$ cat src/rtl/vga_pkg.sv
// Shared timing defaults and pipeline types for the VGA frame fetch path.
package vga_pkg;

   localparam int H_ACTIVE_DFLT    = 640;
   localparam int H_FP_DFLT        = 16;
   localparam int H_SYNC_DFLT      = 96;
   localparam int H_BP_DFLT        = 48;
   localparam int V_ACTIVE_DFLT    = 480;
   localparam int V_FP_DFLT        = 10;
   localparam int V_SYNC_DFLT      = 2;
   localparam int V_BP_DFLT        = 33;
   localparam int H_TOTAL_DFLT     = H_ACTIVE_DFLT + H_FP_DFLT + H_SYNC_DFLT + H_BP_DFLT;
   localparam int V_TOTAL_DFLT     = V_ACTIVE_DFLT + V_FP_DFLT + V_SYNC_DFLT + V_BP_DFLT;
   localparam int SCALE_SHIFT_DFLT = 4;
   localparam int CELLS_X_DFLT     = H_ACTIVE_DFLT >> SCALE_SHIFT_DFLT;
   localparam int CELLS_Y_DFLT     = V_ACTIVE_DFLT >> SCALE_SHIFT_DFLT;
   localparam int NUM_CELLS_DFLT   = CELLS_X_DFLT * CELLS_Y_DFLT;
   localparam int PIX_W            = 8;
   localparam int ADDR_W_DFLT      = 11;

   // Per-pixel video control travelling alongside the RAM read; syncs are active-low.
   typedef struct packed {
      logic active;
      logic hsync;
      logic vsync;
   } vid_ctl_t;

   localparam vid_ctl_t CTL_IDLE = '{active: 1'b0, hsync: 1'b1, vsync: 1'b1};

endpackage

$ cat src/rtl/vga_timing_gen.sv
// Stage-0 raster counters with raw active and active-low sync flags.
module vga_timing_gen
   import vga_pkg::*;
#(
   parameter int H_ACTIVE = H_ACTIVE_DFLT,
   parameter int H_FP     = H_FP_DFLT,
   parameter int H_SYNC   = H_SYNC_DFLT,
   parameter int H_BP     = H_BP_DFLT,
   parameter int V_ACTIVE = V_ACTIVE_DFLT,
   parameter int V_FP     = V_FP_DFLT,
   parameter int V_SYNC   = V_SYNC_DFLT,
   parameter int V_BP     = V_BP_DFLT,
   parameter int HCNT_W   = 10,
   parameter int VCNT_W   = 10
) (
   input  logic              clk,
   input  logic              reset,
   output logic [HCNT_W-1:0] hcount_o,
   output logic [VCNT_W-1:0] vcount_o,
   output logic              active_o,
   output logic              hsync_o,
   output logic              vsync_o
);

   localparam int H_TOTAL = H_ACTIVE + H_FP + H_SYNC + H_BP;
   localparam int V_TOTAL = V_ACTIVE + V_FP + V_SYNC + V_BP;

   localparam logic [HCNT_W-1:0] H_LAST = HCNT_W'(H_TOTAL - 1);
   localparam logic [HCNT_W-1:0] H_ACT  = HCNT_W'(H_ACTIVE);
   localparam logic [HCNT_W-1:0] HS_BEG = HCNT_W'(H_ACTIVE + H_FP);
   localparam logic [HCNT_W-1:0] HS_END = HCNT_W'(H_ACTIVE + H_FP + H_SYNC);
   localparam logic [VCNT_W-1:0] V_LAST = VCNT_W'(V_TOTAL - 1);
   localparam logic [VCNT_W-1:0] V_ACT  = VCNT_W'(V_ACTIVE);
   localparam logic [VCNT_W-1:0] VS_BEG = VCNT_W'(V_ACTIVE + V_FP);
   localparam logic [VCNT_W-1:0] VS_END = VCNT_W'(V_ACTIVE + V_FP + V_SYNC);

   logic [HCNT_W-1:0] hcount_q, hcount_d;
   logic [VCNT_W-1:0] vcount_q, vcount_d;

   always_comb begin
      hcount_d = hcount_q + 1'b1;
      vcount_d = vcount_q;
      if (hcount_q == H_LAST) begin
         hcount_d = '0;
         vcount_d = (vcount_q == V_LAST) ? '0 : vcount_q + 1'b1;
      end
   end

   always_ff @(posedge clk or posedge reset) begin
      if (reset) begin
         hcount_q <= '0;
         vcount_q <= '0;
      end else begin
         hcount_q <= hcount_d;
         vcount_q <= vcount_d;
      end
   end

   assign hcount_o = hcount_q;
   assign vcount_o = vcount_q;
   assign active_o = (hcount_q < H_ACT) && (vcount_q < V_ACT);
   assign hsync_o  = !((hcount_q >= HS_BEG) && (hcount_q < HS_END));
   assign vsync_o  = !((vcount_q >= VS_BEG) && (vcount_q < VS_END));

endmodule

$ cat src/rtl/vga_frame_fetch.sv
// 640x480 cell fetch: raster timing, cell-RAM read addressing, blanking-only
// write arbitration and a 2-stage output pipeline aligned to RAM read latency.
module vga_frame_fetch
   import vga_pkg::*;
#(
   parameter int H_ACTIVE      = H_ACTIVE_DFLT,
   parameter int H_FP          = H_FP_DFLT,
   parameter int H_SYNC        = H_SYNC_DFLT,
   parameter int H_BP          = H_BP_DFLT,
   parameter int V_ACTIVE      = V_ACTIVE_DFLT,
   parameter int V_FP          = V_FP_DFLT,
   parameter int V_SYNC        = V_SYNC_DFLT,
   parameter int V_BP          = V_BP_DFLT,
   parameter int SCALE_SHIFT   = SCALE_SHIFT_DFLT,
   parameter int DATA_WIDTH    = PIX_W,
   parameter int ADDRESS_WIDTH = ADDR_W_DFLT
) (
   input  logic                     clk,
   input  logic                     reset,
   input  logic                     wr_req,
   input  logic [ADDRESS_WIDTH-1:0] wr_addr,
   input  logic [DATA_WIDTH-1:0]    wr_data,
   output logic                     wr_ack,
   output logic                     ram_wEn,
   output logic [ADDRESS_WIDTH-1:0] ram_addr,
   output logic [DATA_WIDTH-1:0]    ram_dataIn,
   input  logic [DATA_WIDTH-1:0]    ram_dataOut,
   output logic                     hsync,
   output logic                     vsync,
   output logic                     active,
   output logic [DATA_WIDTH-1:0]    pixel
);

   localparam int H_TOTAL   = H_ACTIVE + H_FP + H_SYNC + H_BP;
   localparam int V_TOTAL   = V_ACTIVE + V_FP + V_SYNC + V_BP;
   localparam int HCNT_W    = $clog2(H_TOTAL);
   localparam int VCNT_W    = $clog2(V_TOTAL);
   localparam int CELLS_X   = H_ACTIVE >> SCALE_SHIFT;
   localparam int CELLS_Y   = V_ACTIVE >> SCALE_SHIFT;
   localparam int NUM_CELLS = CELLS_X * CELLS_Y;

   localparam logic [31:0] CELLS_X_U   = CELLS_X;
   localparam logic [31:0] NUM_CELLS_U = NUM_CELLS;

   logic [HCNT_W-1:0] hcount;
   logic [VCNT_W-1:0] vcount;
   vid_ctl_t          ctl0, ctl1_q, ctl2_q;
   logic [DATA_WIDTH-1:0] pixel_q, pixel_d;
   logic [31:0]       row_w, col_w;
   logic [ADDRESS_WIDTH-1:0] rd_addr;
   logic              grant, wr_in_range;

   vga_timing_gen #(
      .H_ACTIVE (H_ACTIVE),
      .H_FP     (H_FP),
      .H_SYNC   (H_SYNC),
      .H_BP     (H_BP),
      .V_ACTIVE (V_ACTIVE),
      .V_FP     (V_FP),
      .V_SYNC   (V_SYNC),
      .V_BP     (V_BP),
      .HCNT_W   (HCNT_W),
      .VCNT_W   (VCNT_W)
   ) u_timing (
      .clk      (clk),
      .reset    (reset),
      .hcount_o (hcount),
      .vcount_o (vcount),
      .active_o (ctl0.active),
      .hsync_o  (ctl0.hsync),
      .vsync_o  (ctl0.vsync)
   );

   // Blanking positions also produce an address; it is harmless because the
   // resulting read data is masked by the delayed active flag.
   assign row_w   = 32'(vcount >> SCALE_SHIFT);
   assign col_w   = 32'(hcount >> SCALE_SHIFT);
   assign rd_addr = ADDRESS_WIDTH'(row_w * CELLS_X_U + col_w);

   // Writes only ever steal the port while the fetch position is blanked.
   assign wr_in_range = (32'(wr_addr) < NUM_CELLS_U);
   assign grant       = wr_req && !ctl0.active;
   assign wr_ack      = grant;
   assign ram_wEn     = grant && wr_in_range;
   assign ram_addr    = ram_wEn ? wr_addr : rd_addr;
   assign ram_dataIn  = wr_data;

   assign pixel_d = ctl1_q.active ? ram_dataOut : '0;

   always_ff @(posedge clk or posedge reset) begin
      if (reset) begin
         ctl1_q  <= CTL_IDLE;
         ctl2_q  <= CTL_IDLE;
         pixel_q <= '0;
      end else begin
         ctl1_q  <= ctl0;
         ctl2_q  <= ctl1_q;
         pixel_q <= pixel_d;
      end
   end

   assign hsync  = ctl2_q.hsync;
   assign vsync  = ctl2_q.vsync;
   assign active = ctl2_q.active;
   assign pixel  = pixel_q;

endmodule

$ cat config.mk
export PLATFORM = sky130hd
export DESIGN_NAME = vga_frame_fetch
export DESIGN_NICKNAME = d
export VERILOG_FILES = /design/src/rtl/vga_pkg.sv /design/src/rtl/vga_timing_gen.sv /design/src/rtl/vga_frame_fetch.sv
export SDC_FILE = /design/constraint.sdc
export NUM_CORES = 1
export LEC_CHECK = 0
export CAP_MARGIN = 30
export CORE_ASPECT_RATIO = 0.5
export CORE_MARGIN = 8
export CORE_UTILIZATION = 25
export CTS_CLUSTER_SIZE = 24
export DETAILED_ROUTE_END_ITERATION = 10
export RECOVER_POWER = 25
export REMOVE_ABC_BUFFERS = 1
export SYNTH_ARGS = -nofsm -noshare
export SYNTH_HDL_FRONTEND = slang
export SYNTH_SLANG_ARGS = --single-unit
$ cat constraint.sdc
create_clock -name clk -period 3.6 [get_ports clk]
set_input_delay 0.54 -clock clk [delete_from_list [all_inputs] [get_ports clk]]
set_output_delay 0.54 -clock clk [all_outputs]
set_load 0.05 [all_outputs]
==> impl_metrics.sql, run 1 <==
INSERT INTO impl_metrics (metric_group, metric, value, unit) VALUES
('placement', 'port_buffers', '45', ''),
('sta', 'max_slew.worst_pin.slew', '1.79', 'ns'),
('global_routing', 'pin_count_of_the_biggest_net_entering_global_routing', '35', ''),
('floorplan', 'num_rows', '23', ''),
('power_and_ir_drop', 'seqPwrFrac', '44.9', '%'),
('global_routing', 'grt_pass1_wl', '7540', 'microns'),
('route', 'route.antenna.remaining_nets', '0', ''),
('yosys', 'yosys_warning_total', '0', ''),
('final_layout', 'final_cell_area', '0.00269', 'sq mm'),
('final_layout', 'num-nets-final', '287', ''),
('yosys', 'synth_area_leaders', 'sky130_fd_sc_hd__dfrtp_1 (37%), sky130_fd_sc_hd__ha_1 (9.2%), sky130_fd_sc_hd__dfstp_2 (5.2%), sky130_fd_sc_hd__xnor2_1 (4.7%), sky130_fd_sc_hd__xor2_1 (4.3%)', ''),
('sta', 'fin_hold_ws', '0.354', 'ns'),
('final_layout', 'diodes', '0', ''),
('setup_path', 'setup.worst_path.start_class', 'flip-flop', ''),
('route', 'initialDrtViolationCount', '84', ''),
('sta', 'fmaxAchievable', '297', 'MHz'),
('clock_tree', 'htree_levels', '2', ''),
('floorplan', 'fp.dieH', '79.8', 'microns'),
('route', 'firstDrtPassIters', '4', ''),
('setup_path', 'timing_worst_setup_path_type', 'flip-flop to output pin', ''),
('clock_tree', 'post-cts-setup-buffer-count', '0', ''),
('sta', 'timing_max_transition_violations_final', '35', ''),
('yosys', 'synthesis.area_per_instance', '10.2', 'sq um'),
('sta', 'final_period_util', '93.4', '%'),
('setup_path', 'worst_ep_required_time', '3.06', 'ns'),
('yosys', 'synth_area_leader_cell', 'sky130_fd_sc_hd__dfrtp_1', ''),
('run_status', 'outcome', 'finished with violations', ''),
('final_layout', 'fillCellCount', '818', ''),
('worst_hold_path', 'hold_path_class', 'flip-flop to flip-flop', ''),
('power_and_ir_drop', 'clock_power_share', '48.1', '%'),
('sta', 'setup_viol', '0', ''),
('final_layout', 'most-common-layout-cells', 'sky130_fd_sc_hd__dfrtp_1 (30), sky130_fd_sc_hd__clkdlybuf4s50_1 (30), sky130_fd_sc_hd__nor2_1 (18), sky130_fd_sc_hd__ha_1 (15), sky130_fd_sc_hd__nand3_1 (12)', ''),
('final_layout', 'area.sequential', '856', 'sq um'),
('run', 'timing.max_cap.violations', '1', ''),
('floorplan', 'design.portCount', '62', ''),
('sta', 'worst_rel_slew_slack', '-19.4', '%'),
('power_and_ir_drop', 'p_sw_share', '20.3', '%'),
('clock_tree', 'numClockSinks', '34', ''),
('yosys', 'yosys.area.top_type_share', '36.9', '%'),
('final_layout', 'syn2layout_area_growth', '32.3', '%'),
('final_layout', 'area_taken_by_multi_input_logic_gates', '0.00105', 'sq mm'),
('setup_path', 'cp_data_arrival_time', '2.82', 'ns'),
('power_and_ir_drop', 'cellPowerDensity', '322', 'mW/mm^2'),
('floorplan', 'die_x', '143', 'microns'),
('placement', 'globalplace.congestion', '0.823', ''),
('sta', 'final.setup_skew', '0.00362', 'ns'),
('placement', 'dp_hpwl', '3600', 'microns'),
('power_and_ir_drop', 'internal_power', '0.690', 'mW'),
('yosys', 'syn_inst', '200', ''),
('yosys', 'ys_seq_elements', '34', ''),
('placement', 'post_dp_cell_area', '0.00253', 'sq mm'),
('global_routing', 'total_routing_usage_reported_by_global_routing', '8.10', '%'),
('floorplan', 'die_area', '0.0114', 'sq mm'),
('route', 'wire_per_inst', '13.1', 'microns'),
('setup_path', 'setup.worst_path.end_class', 'output pin', ''),
('yosys', 'synthesis.area', '0.00203', 'sq mm'),
('floorplan', 'start_util', '25.6', '%'),
('clock_tree', 'clkTransAtPathRegs', '0.05', 'ns'),
('power_and_ir_drop', 'ir_drop', '0.174', 'mV'),
('run_status', 'failed_checks', 'max-capacitance violations, max-slew violations', ''),
('global_routing', 'grt_pass1_vias', '1565', ''),
('clock_tree', 'cts-buffers-inserted', '5', ''),
('power_and_ir_drop', 'power', '0.866', 'mW'),
('power_and_ir_drop', 'static-leakage-power', '1.25', 'nW'),
('clock_tree', 'max-clock-path-buffers', '2', ''),
('clock_tree', 'insertion_delay', '0.27', 'ns'),
('sta', 'grt_setup_unrepaired', 'no', ''),
('yosys', 'synth_seq_area_share', '42.1', '%'),
('floorplan', 'fp.coreArea', '0.00794', 'sq mm'),
('yosys', 'synth.lib_cells_used.distinct', '36', ''),
('yosys', 'synth-edff-count', '0', '');
critical path, cell delays in order, from the launching register on:
cell and delay, ns:
sky130_fd_sc_hd__dfrtp_1 0.48, sky130_fd_sc_hd__ha_1 0.34, sky130_fd_sc_hd__ha_1 0.22, sky130_fd_sc_hd__fa_1 0.41
sky130_fd_sc_hd__xor2_1 0.29, sky130_fd_sc_hd__nand3_1 0.14, sky130_fd_sc_hd__nor4_2 0.18, sky130_fd_sc_hd__xnor2_1 0.13
sky130_fd_sc_hd__a21oi_2 0.20, sky130_fd_sc_hd__buf_12 0.16
power by group through the flow:
stage	Combinational, mW	Sequential (mW)	Clock, mW
4_1_cts	0.0640	0.388	0.431
3_3_place_gp	0.0631	0.395	0
6_report	0.0607	0.388	0.417
5_1_grt	0.0656	0.389	0.450
2_1_floorplan	0.00960	0.412	0
3_5_place_dp	0.0636	0.395	0
metal layers:
| metal | global-route usage [%] | wire length [microns] | vias up |
|---|---|---|---|
| li1 | - | - | 756 |
| met1 | 10.7 | 2310 | 715 |
| met2 | 12.7 | 2000 | 59 |
| met3 | 2.39 | 289 | 2 |
| met4 | 2.19 | 27 | 0 |
| met5 | 0 | 0 | - |
sequential cells by signal, indices dropped and copies added (netlist names):
| name | count |
|---|---|
| u_timing.hcount_o | 10 |
| u_timing.vcount_o | 10 |
| pixel | 8 |
| ctl1_q | 3 |
| active | 1 |
| hsync | 1 |
| vsync | 1 |
kinds of logic after synthesis:
| logic type | Yosys count | synth area share [%] |
|---|---|---|
| flip-flops | 34 | 42.1 |
| multiplexers | 6 | 3.32 |
| AND/OR/NAND/NOR | 74 | 20.6 |
| buffers and inverters | 24 | 6.83 |
| AO/OA/AOI/OAI | 24 | 6.83 |
| adder cells (fa/ha/maj) | 17 | 11.2 |
| XOR/XNOR | 21 | 9.05 |
synth_stat cells, types with 2 or more instances:
cell,number
sky130_fd_sc_hd__a21o_1,3
sky130_fd_sc_hd__a21oi_1,11
sky130_fd_sc_hd__and2_1,9
sky130_fd_sc_hd__and3_1,7
sky130_fd_sc_hd__and4_4,2
sky130_fd_sc_hd__buf_2,2
sky130_fd_sc_hd__buf_4,10
sky130_fd_sc_hd__dfrtp_1,30
sky130_fd_sc_hd__dfstp_2,4
sky130_fd_sc_hd__fa_1,2
sky130_fd_sc_hd__ha_1,15
sky130_fd_sc_hd__inv_1,10
sky130_fd_sc_hd__mux2_2,6
sky130_fd_sc_hd__nand2_1,9
sky130_fd_sc_hd__nand3_1,12
sky130_fd_sc_hd__nand4_1,5
sky130_fd_sc_hd__nor2_1,18
sky130_fd_sc_hd__nor3_1,3
sky130_fd_sc_hd__o21ai_0,5
sky130_fd_sc_hd__o31ai_1,2
sky130_fd_sc_hd__xnor2_1,11
sky130_fd_sc_hd__xor2_1,10
layout make-up:
| cell class | instances | share of cell area (%) |
|---|---|---|
| multi-input combinational | 142 | 39.0 |
| tap | 112 | 5.21 |
| timing repair buffer | 47 | 17.1 |
| sequential | 34 | 31.8 |
| inverter | 10 | 1.40 |
| clock buffer | 7 | 5.31 |
| clock inverter | 1 | 0.186 |
path summary, 6_finish.rpt:
check | from | endpoint | slack, ns | cells past startpoint
worst max-delay path | u_timing.vcount_o[5] | ram_addr[10] | 0.24 | 9
worst min-delay path | ctl1_q[1] | hsync | 0.35 | 0
worst max register to register | u_timing.hcount_o[0] | u_timing.vcount_o[8] | 1.67 | 6
worst min register to register | ctl1_q[1] | hsync | 0.35 | 0
max in group asynchronous | reset | u_timing.hcount_o[2] | 1.22 | 3
min in group asynchronous | reset | pixel[1] | 1.35 | 3
through the flow:
| step | utilization [%] | setup slack, ns |
|---|---|---|
| after detailed placement | 31.9 | 0.362 |
| after global placement | 31.9 | 0.445 |
| after floorplan | - | 0.214 |
| after CTS | 33.8 | 0.0556 |
| final | 33.8 | 0.238 |
| after global routing | 33.8 | 0.0707 |
(Power assumes the default switching activity.)
==> run 2, diff against run 1 <==
- clock period: 3.6 -> 2.8 ns (I/O delays scaled with it)
==> impl_metrics.sql, run 2 (synthesis results as in run 1) <==
INSERT INTO impl_metrics (metric_group, metric, value, unit) VALUES
('clock_tree', 'numClockSinks', '34', ''),
('sta', 'final_period_util', '104', '%'),
('sta', 'grt_setup_unrepaired', 'yes', ''),
('route', 'firstDrtPassIters', '4', ''),
('placement', 'placedCellCount', '354', ''),
('setup_path', 'timing_worst_setup_path_type', 'flip-flop to output pin', ''),
('final_layout', 'syn2layout_area_growth', '46.1', '%'),
('final_layout', 'diodes', '0', ''),
('clock_tree', 'htree_levels', '2', ''),
('global_routing', 'grt_pass1_vias', '1695', ''),
('final_layout', 'layout_commonest_cell', 'sky130_fd_sc_hd__dfrtp_1', ''),
('power_and_ir_drop', 'static-leakage-power', '1.33', 'nW'),
('setup_path', 'cp_top_family', 'adder cells', ''),
('final_layout', 'final_core_util', '37.4', '%'),
('floorplan', 'num_rows', '23', ''),
('global_routing', 'grt_pass1_wl', '8360', 'microns'),
('placement', 'globalplace.congestion', '0.768', ''),
('sta', 'timing.final.crit_period', '2.92', 'ns'),
('clock_tree', 'tritoncts_clock_tree', 'done', ''),
('worst_hold_path', 'hold_path_class', 'flip-flop to flip-flop', ''),
('setup_path', 'cp.buffers_inverters', '1', ''),
('final_layout', 'layout-drive-gt1-share', '27.9', '%'),
('global_routing', 'pin_count_of_the_biggest_net_entering_global_routing', '35', ''),
('worst_hold_path', 'hold_path.startpoint', 'ctl1_q[1]', ''),
('placement', 'dp_hpwl', '3750', 'microns'),
('sta', 'finalWorstSetupSlack', '-0.116', 'ns'),
('setup_path', 'r2r-start', 'u_timing.vcount_o[7]', ''),
('floorplan', 'fp.coreArea', '0.00794', 'sq mm'),
('setup_path', 'cp-startpoint', 'u_timing.vcount_o[7]', ''),
('clock_tree', 'insertion_delay', '0.28', 'ns'),
('setup_path', 'timing.critical_path.mode_cell', 'sky130_fd_sc_hd__ha_4', ''),
('global_routing', 'grt_overflow', '0', ''),
('setup_path', 'crit_path_top_delay_cell', 'sky130_fd_sc_hd__dfrtp_1', ''),
('final_layout', 'finish.cell_count_without_fillers', '363', ''),
('clock_tree', 'max-clock-path-buffers', '2', ''),
('clock_tree', 'cts-hold-fix-buffers', '0', ''),
('floorplan', 'start_util', '25.6', '%'),
('sta', 'finalHoldViolCount', '0', ''),
('clock_tree', 'cts-root-buf', 'sky130_fd_sc_hd__clkbuf_16', ''),
('setup_path', 'worst_path_largest_cell_delay', '0.42', 'ns'),
('route', 'dr_total_vias', '1596', ''),
('route', 'route.detailed.vias_per_inst', '4.40', ''),
('run_status', 'failed_checks', 'max-capacitance violations, max-slew violations, negative setup slack', ''),
('sta', 'fmaxAchievable', '343', 'MHz'),
('clock_tree', 'clkTransAtPathRegs', '0.06', 'ns'),
('floorplan', 'fp.dieH', '79.8', 'microns'),
('run_status', 'outcome', 'finished with violations', ''),
('sta', 'timing_max_transition_violations_final', '35', ''),
('floorplan', 'design.portCount', '62', ''),
('setup_path', 'cp_max_fo', '2', ''),
('placement', 'port_buffers', '45', ''),
('setup_path', 'worst_ep_required_time', '2.38', 'ns'),
('floorplan', 'die_area', '0.0114', 'sq mm'),
('route', 'wire_per_inst', '13.8', 'microns'),
('sta', 'final.setup_skew', '0.00545', 'ns'),
('final_layout', 'num-nets-final', '297', ''),
('route', 'initialDrtViolationCount', '54', ''),
('global_routing', 'number_of_antenna_violations_at_the_first_check_in_global_routing', '0', ''),
('final_layout', 'most-common-layout-cells', 'sky130_fd_sc_hd__dfrtp_1 (30), sky130_fd_sc_hd__clkdlybuf4s50_1 (26), sky130_fd_sc_hd__nor2_1 (17), sky130_fd_sc_hd__buf_4 (15), sky130_fd_sc_hd__ha_1 (11)', ''),
('power_and_ir_drop', 'cellPowerDensity', '369', 'mW/mm^2'),
('route', 'route.detailed.drc', '0', ''),
('setup_path', 'setup.worst_path.end_class', 'output pin', ''),
('power_and_ir_drop', 'power', '1.10', 'mW'),
('global_routing', 'total_routing_usage_reported_by_global_routing', '9.10', '%'),
('route', 'route.antenna.remaining_nets', '0', ''),
('sta', 'setup_viol', '3', ''),
('power_and_ir_drop', 'ir_drop', '0.186', 'mV'),
('sta', 'worst_rel_slew_slack', '-20.3', '%'),
('sta', 'max_slew.worst_pin.slew', '1.81', 'ns'),
('setup_path', 'cp_data_arrival_time', '2.50', 'ns'),
('setup_path', 'r2r_slack', '0.78', 'ns'),
('sta', 'setup_tns', '-0.277', 'ns'),
('clock_tree', 'cts-buffers-inserted', '5', ''),
('setup_path', 'timing.critical_path.cells', 'ha_4 > ha_4 > fa_2 > xor2_2 > nand3_2 > nor4_2 > xnor2_1 > a21oi_2 > buf_12', ''),
('floorplan', 'die_x', '143', 'microns'),
('run', 'timing.max_cap.violations', '1', ''),
('setup_path', 'setup.worst_path.start_class', 'flip-flop', ''),
('route', 'drt-total-wl', '5030', 'microns');
-- run 2: cell types whose count changed in the layout (fill, tap and decap cells not counted), sizes merged --
cell,delta
dlygate4sd2,+1
buf,+11
clkbuf,-1
clkinv,+1
clkdlybuf4s50,-4
dlygate4sd3,+2
-- run 2: power by group --
| part | leakage, nW | switching [mW] | internal (mW) | total [mW] |
|---|---|---|---|---|
| Clock | 0.0706 | 0.193 | 0.326 | 0.519 |
| Combinational | 0.844 | 0.0414 | 0.0374 | 0.0788 |
| Sequential | 0.418 | 0.00133 | 0.498 | 0.499 |
-- run 2: timing repair --
action	CTS	global route
buffers inserted	3	0
endpoints found under the hold margin	0	0
resized for setup	13	19
setup endpoints to repair	11	9
pin swaps	8	14
-- run 2: cell type report --
cell class / count / area [sq um]
Inverter: 10 / 37.5
Fill cell: 812 / 4970
Timing Repair Buffer: 57 / 597
Clock buffer: 6 / 129
Tap cell: 112 / 140
Multi-Input combinational cell: 142 / 1200
Sequential cell: 34 / 856
Clock inverter: 2 / 10.0
-- run 2: worst paths after layout --
path | end | cells past startpoint
max | ram_addr[10] | 9
max reg2reg | u_timing.vcount_o[7] | 6
max in group asynchronous | u_timing.hcount_o[5] | 3
min reg2reg | hsync | 0
min in group asynchronous | pixel[2] | 3
min | hsync | 0
-- run 2: metrics by stage --
| step | setup WS (ns) | area, sq um | hold slack (ns) |
|---|---|---|---|
| after CTS | -0.137 | 2880 | 0.355 |
| after detailed placement | -0.0479 | 2660 | 0.348 |
| after floorplan | -0.466 | 1930 | 0.345 |
| after global placement | 0.0113 | 2660 | 0.346 |
| final | -0.116 | 2970 | 0.354 |
| after global routing | -0.214 | 2970 | 0.355 |
-- run 2: per-layer routing --
metal / vias up / track usage, % / wire [microns]
met1: 767 / 11.4 / 2320
met4: 0 / 3.43 / 57
met2: 54 / 14.4 / 2260
li1: 771 / - / -
met5: - / 0 / 0
met3: 4 / 3.10 / 390
==> run 3, diff against run 2 <==
- REMOVE_ABC_BUFFERS: 1 -> default
==> impl_metrics.sql, run 3 (synthesis results as in run 1) <==
INSERT INTO impl_metrics (metric_group, metric, value, unit) VALUES
('run_status', 'outcome', 'finished with violations', ''),
('run_status', 'failed_checks', 'max-capacitance violations, max-slew violations, negative setup slack', ''),
('clock_tree', 'max-clock-path-buffers', '2', ''),
('clock_tree', 'tritoncts_clock_tree', 'done', ''),
('setup_path', 'worst_path_largest_cell_delay', '0.40', 'ns'),
('global_routing', 'grt_pass1_vias', '1657', ''),
('route', 'firstDrtPassIters', '5', ''),
('setup_path', 'worst_ep_required_time', '2.38', 'ns'),
('worst_hold_path', 'hold_path_class', 'flip-flop to flip-flop', ''),
('power_and_ir_drop', 'static-leakage-power', '1.43', 'nW'),
('final_layout', 'num-nets-final', '304', ''),
('final_layout', 'finish.cell_count_without_fillers', '370', ''),
('clock_tree', 'cts-hold-fix-buffers', '0', ''),
('placement', 'placedCellCount', '356', ''),
('setup_path', 'setup.worst_path.start_class', 'flip-flop', ''),
('setup_path', 'timing_worst_setup_path_type', 'flip-flop to output pin', ''),
('final_layout', 'syn2layout_area_growth', '57.0', '%'),
('floorplan', 'num_rows', '23', ''),
('setup_path', 'setup.worst_path.end_class', 'output pin', ''),
('final_layout', 'final_core_util', '40.2', '%'),
('clock_tree', 'clkTransAtPathRegs', '0.05', 'ns'),
('sta', 'timing.final.crit_period', '2.83', 'ns'),
('clock_tree', 'cts-root-buf', 'sky130_fd_sc_hd__clkbuf_16', ''),
('sta', 'final_period_util', '101', '%'),
('route', 'route.detailed.drc', '0', ''),
('setup_path', 'crit_path_top_delay_cell', 'sky130_fd_sc_hd__dfrtp_1', ''),
('worst_hold_path', 'min_delay_path_depth', '0', ''),
('route', 'dr_total_vias', '1621', ''),
('route', 'drt-total-wl', '5070', 'microns'),
('final_layout', 'area_taken_by_multi_input_logic_gates', '0.00124', 'sq mm'),
('setup_path', 'cp_max_fo', '2', ''),
('floorplan', 'fp.dieH', '79.8', 'microns'),
('run', 'timing.max_cap.violations', '1', ''),
('placement', 'dp_hpwl', '3670', 'microns'),
('sta', 'setup_viol', '1', ''),
('sta', 'max_slew.worst_pin.slew', '1.81', 'ns'),
('floorplan', 'start_util', '25.6', '%'),
('sta', 'worst_rel_slew_slack', '-20.5', '%'),
('final_layout', 'layout-drive-gt1-share', '31.8', '%'),
('setup_path', 'timing.critical_path.depth', '9', ''),
('floorplan', 'die_area', '0.0114', 'sq mm'),
('global_routing', 'number_of_antenna_violations_at_the_first_check_in_global_routing', '0', ''),
('sta', 'finalHoldViolCount', '0', ''),
('global_routing', 'grt_pass1_wl', '8360', 'microns'),
('route', 'route.detailed.vias_per_inst', '4.38', ''),
('global_routing', 'total_routing_usage_reported_by_global_routing', '9.10', '%'),
('placement', 'port_buffers', '45', ''),
('sta', 'timing_max_transition_violations_final', '35', ''),
('final_layout', 'diodes', '0', ''),
('global_routing', 'grt_overflow', '0', ''),
('yosys', 'syn_nets', '247', ''),
('final_layout', 'most-common-layout-cells', 'sky130_fd_sc_hd__dfrtp_1 (30), sky130_fd_sc_hd__clkdlybuf4s50_1 (24), sky130_fd_sc_hd__nor2_1 (17), sky130_fd_sc_hd__buf_4 (14)', ''),
('route', 'm1WireLength', '2090', 'microns'),
('setup_path', 'timing.critical_path.cells', 'ha_4 > ha_4 > fa_2 > a21o_1 > a21oi_2 > xnor2_1 > xnor2_1 > a21oi_2 > buf_12', ''),
('sta', 'grt_setup_unrepaired', 'yes', ''),
('setup_path', 'cp_top_family', 'adder cells', ''),
('clock_tree', 'insertion_delay', '0.28', 'ns'),
('route', 'met3_wirelength', '244', 'microns'),
('sta', 'fmaxAchievable', '353', 'MHz'),
('clock_tree', 'cts-buffers-inserted', '5', ''),
('route', 'route.antenna.remaining_nets', '0', ''),
('setup_path', 'cp.buffers_inverters', '1', ''),
('route', 'initialDrtViolationCount', '58', ''),
('sta', 'finalWorstSetupSlack', '-0.0341', 'ns'),
('route', 'wl_met2', '2660', 'microns'),
('floorplan', 'fp.coreArea', '0.00794', 'sq mm'),
('power_and_ir_drop', 'cellPowerDensity', '405', 'mW/mm^2'),
('final_layout', 'fillCellCount', '758', ''),
('clock_tree', 'htree_levels', '2', ''),
('sta', 'final.setup_skew', '0.00409', 'ns'),
('clock_tree', 'numClockSinks', '34', ''),
('setup_path', 'cp_data_arrival_time', '2.41', 'ns'),
('global_routing', 'pin_count_of_the_biggest_net_entering_global_routing', '35', ''),
('floorplan', 'die_x', '143', 'microns'),
('floorplan', 'design.portCount', '62', ''),
('final_layout', 'area.sequential', '856', 'sq um'),
('route', 'highest_layer', 'met4', ''),
('route', 'wire_per_inst', '13.7', 'microns'),
('placement', 'globalplace.congestion', '0.792', ''),
('power_and_ir_drop', 'ir_drop', '0.184', 'mV'),
('final_layout', 'layout_commonest_cell', 'sky130_fd_sc_hd__dfrtp_1', ''),
('setup_path', 'timing.reg2reg.worst_path_depth', '7', '');
## run 3: final timing paths
kind | start | slack, ns | end
worst max-delay path | u_timing.vcount_o[5] | -0.03 | ram_addr[10]
worst min-delay path | ctl1_q[0] | 0.36 | vsync
worst max register to register | u_timing.vcount_o[7] | 0.68 | u_timing.vcount_o[7]
worst min register to register | ctl1_q[0] | 0.36 | vsync
max in group asynchronous | reset | 0.53 | u_timing.vcount_o[8]
min in group asynchronous | reset | 1.23 | u_timing.vcount_o[0]
## run 3: report_power, final
group          internal (mW)  switching, mW  leakage [nW]
combinational         0.0372         0.0416         0.921
sequential             0.498        0.00141         0.418
clock                  0.511          0.204        0.0940
## run 3: layout make-up
class / instances / share of cell area [%]
clock inverters: 3 / 2.16
well taps: 112 / 4.39
repair buffers: 64 / 22.5
inverters: 10 / 1.18
multi-input cells: 142 / 39.0
clock buffers: 5 / 3.92
flip-flops and latches: 34 / 26.8
## run 3: metrics by stage
stage	hold WS [ns]	setup TNS, ns	instance area, sq um	power (mW)	setup slack, ns
after floorplan	0.345	-0.179	2050	0.572	-0.179
after global placement	0.348	0	2700	0.589	0.0886
after global routing	0.362	-0.276	3190	1.34	-0.143
after detailed placement	0.348	0	2700	0.590	0.0200
after CTS	0.356	-0.0303	3020	1.31	-0.0303
final	0.355	-0.0341	3190	1.29	-0.0341
## run 3: layer usage
layer / GRT usage (%) / up-vias
met5: 0 / -
met2: 16.4 / 38
met1: 10.3 / 784
li1: - / 790
met4: 3.95 / 0
met3: 1.91 / 9
## run 3: what timing repair did
item	CTS	global route
resized for setup	16	32
setup endpoints to repair	3	10
pin swaps	9	9
buffers inserted	2	4
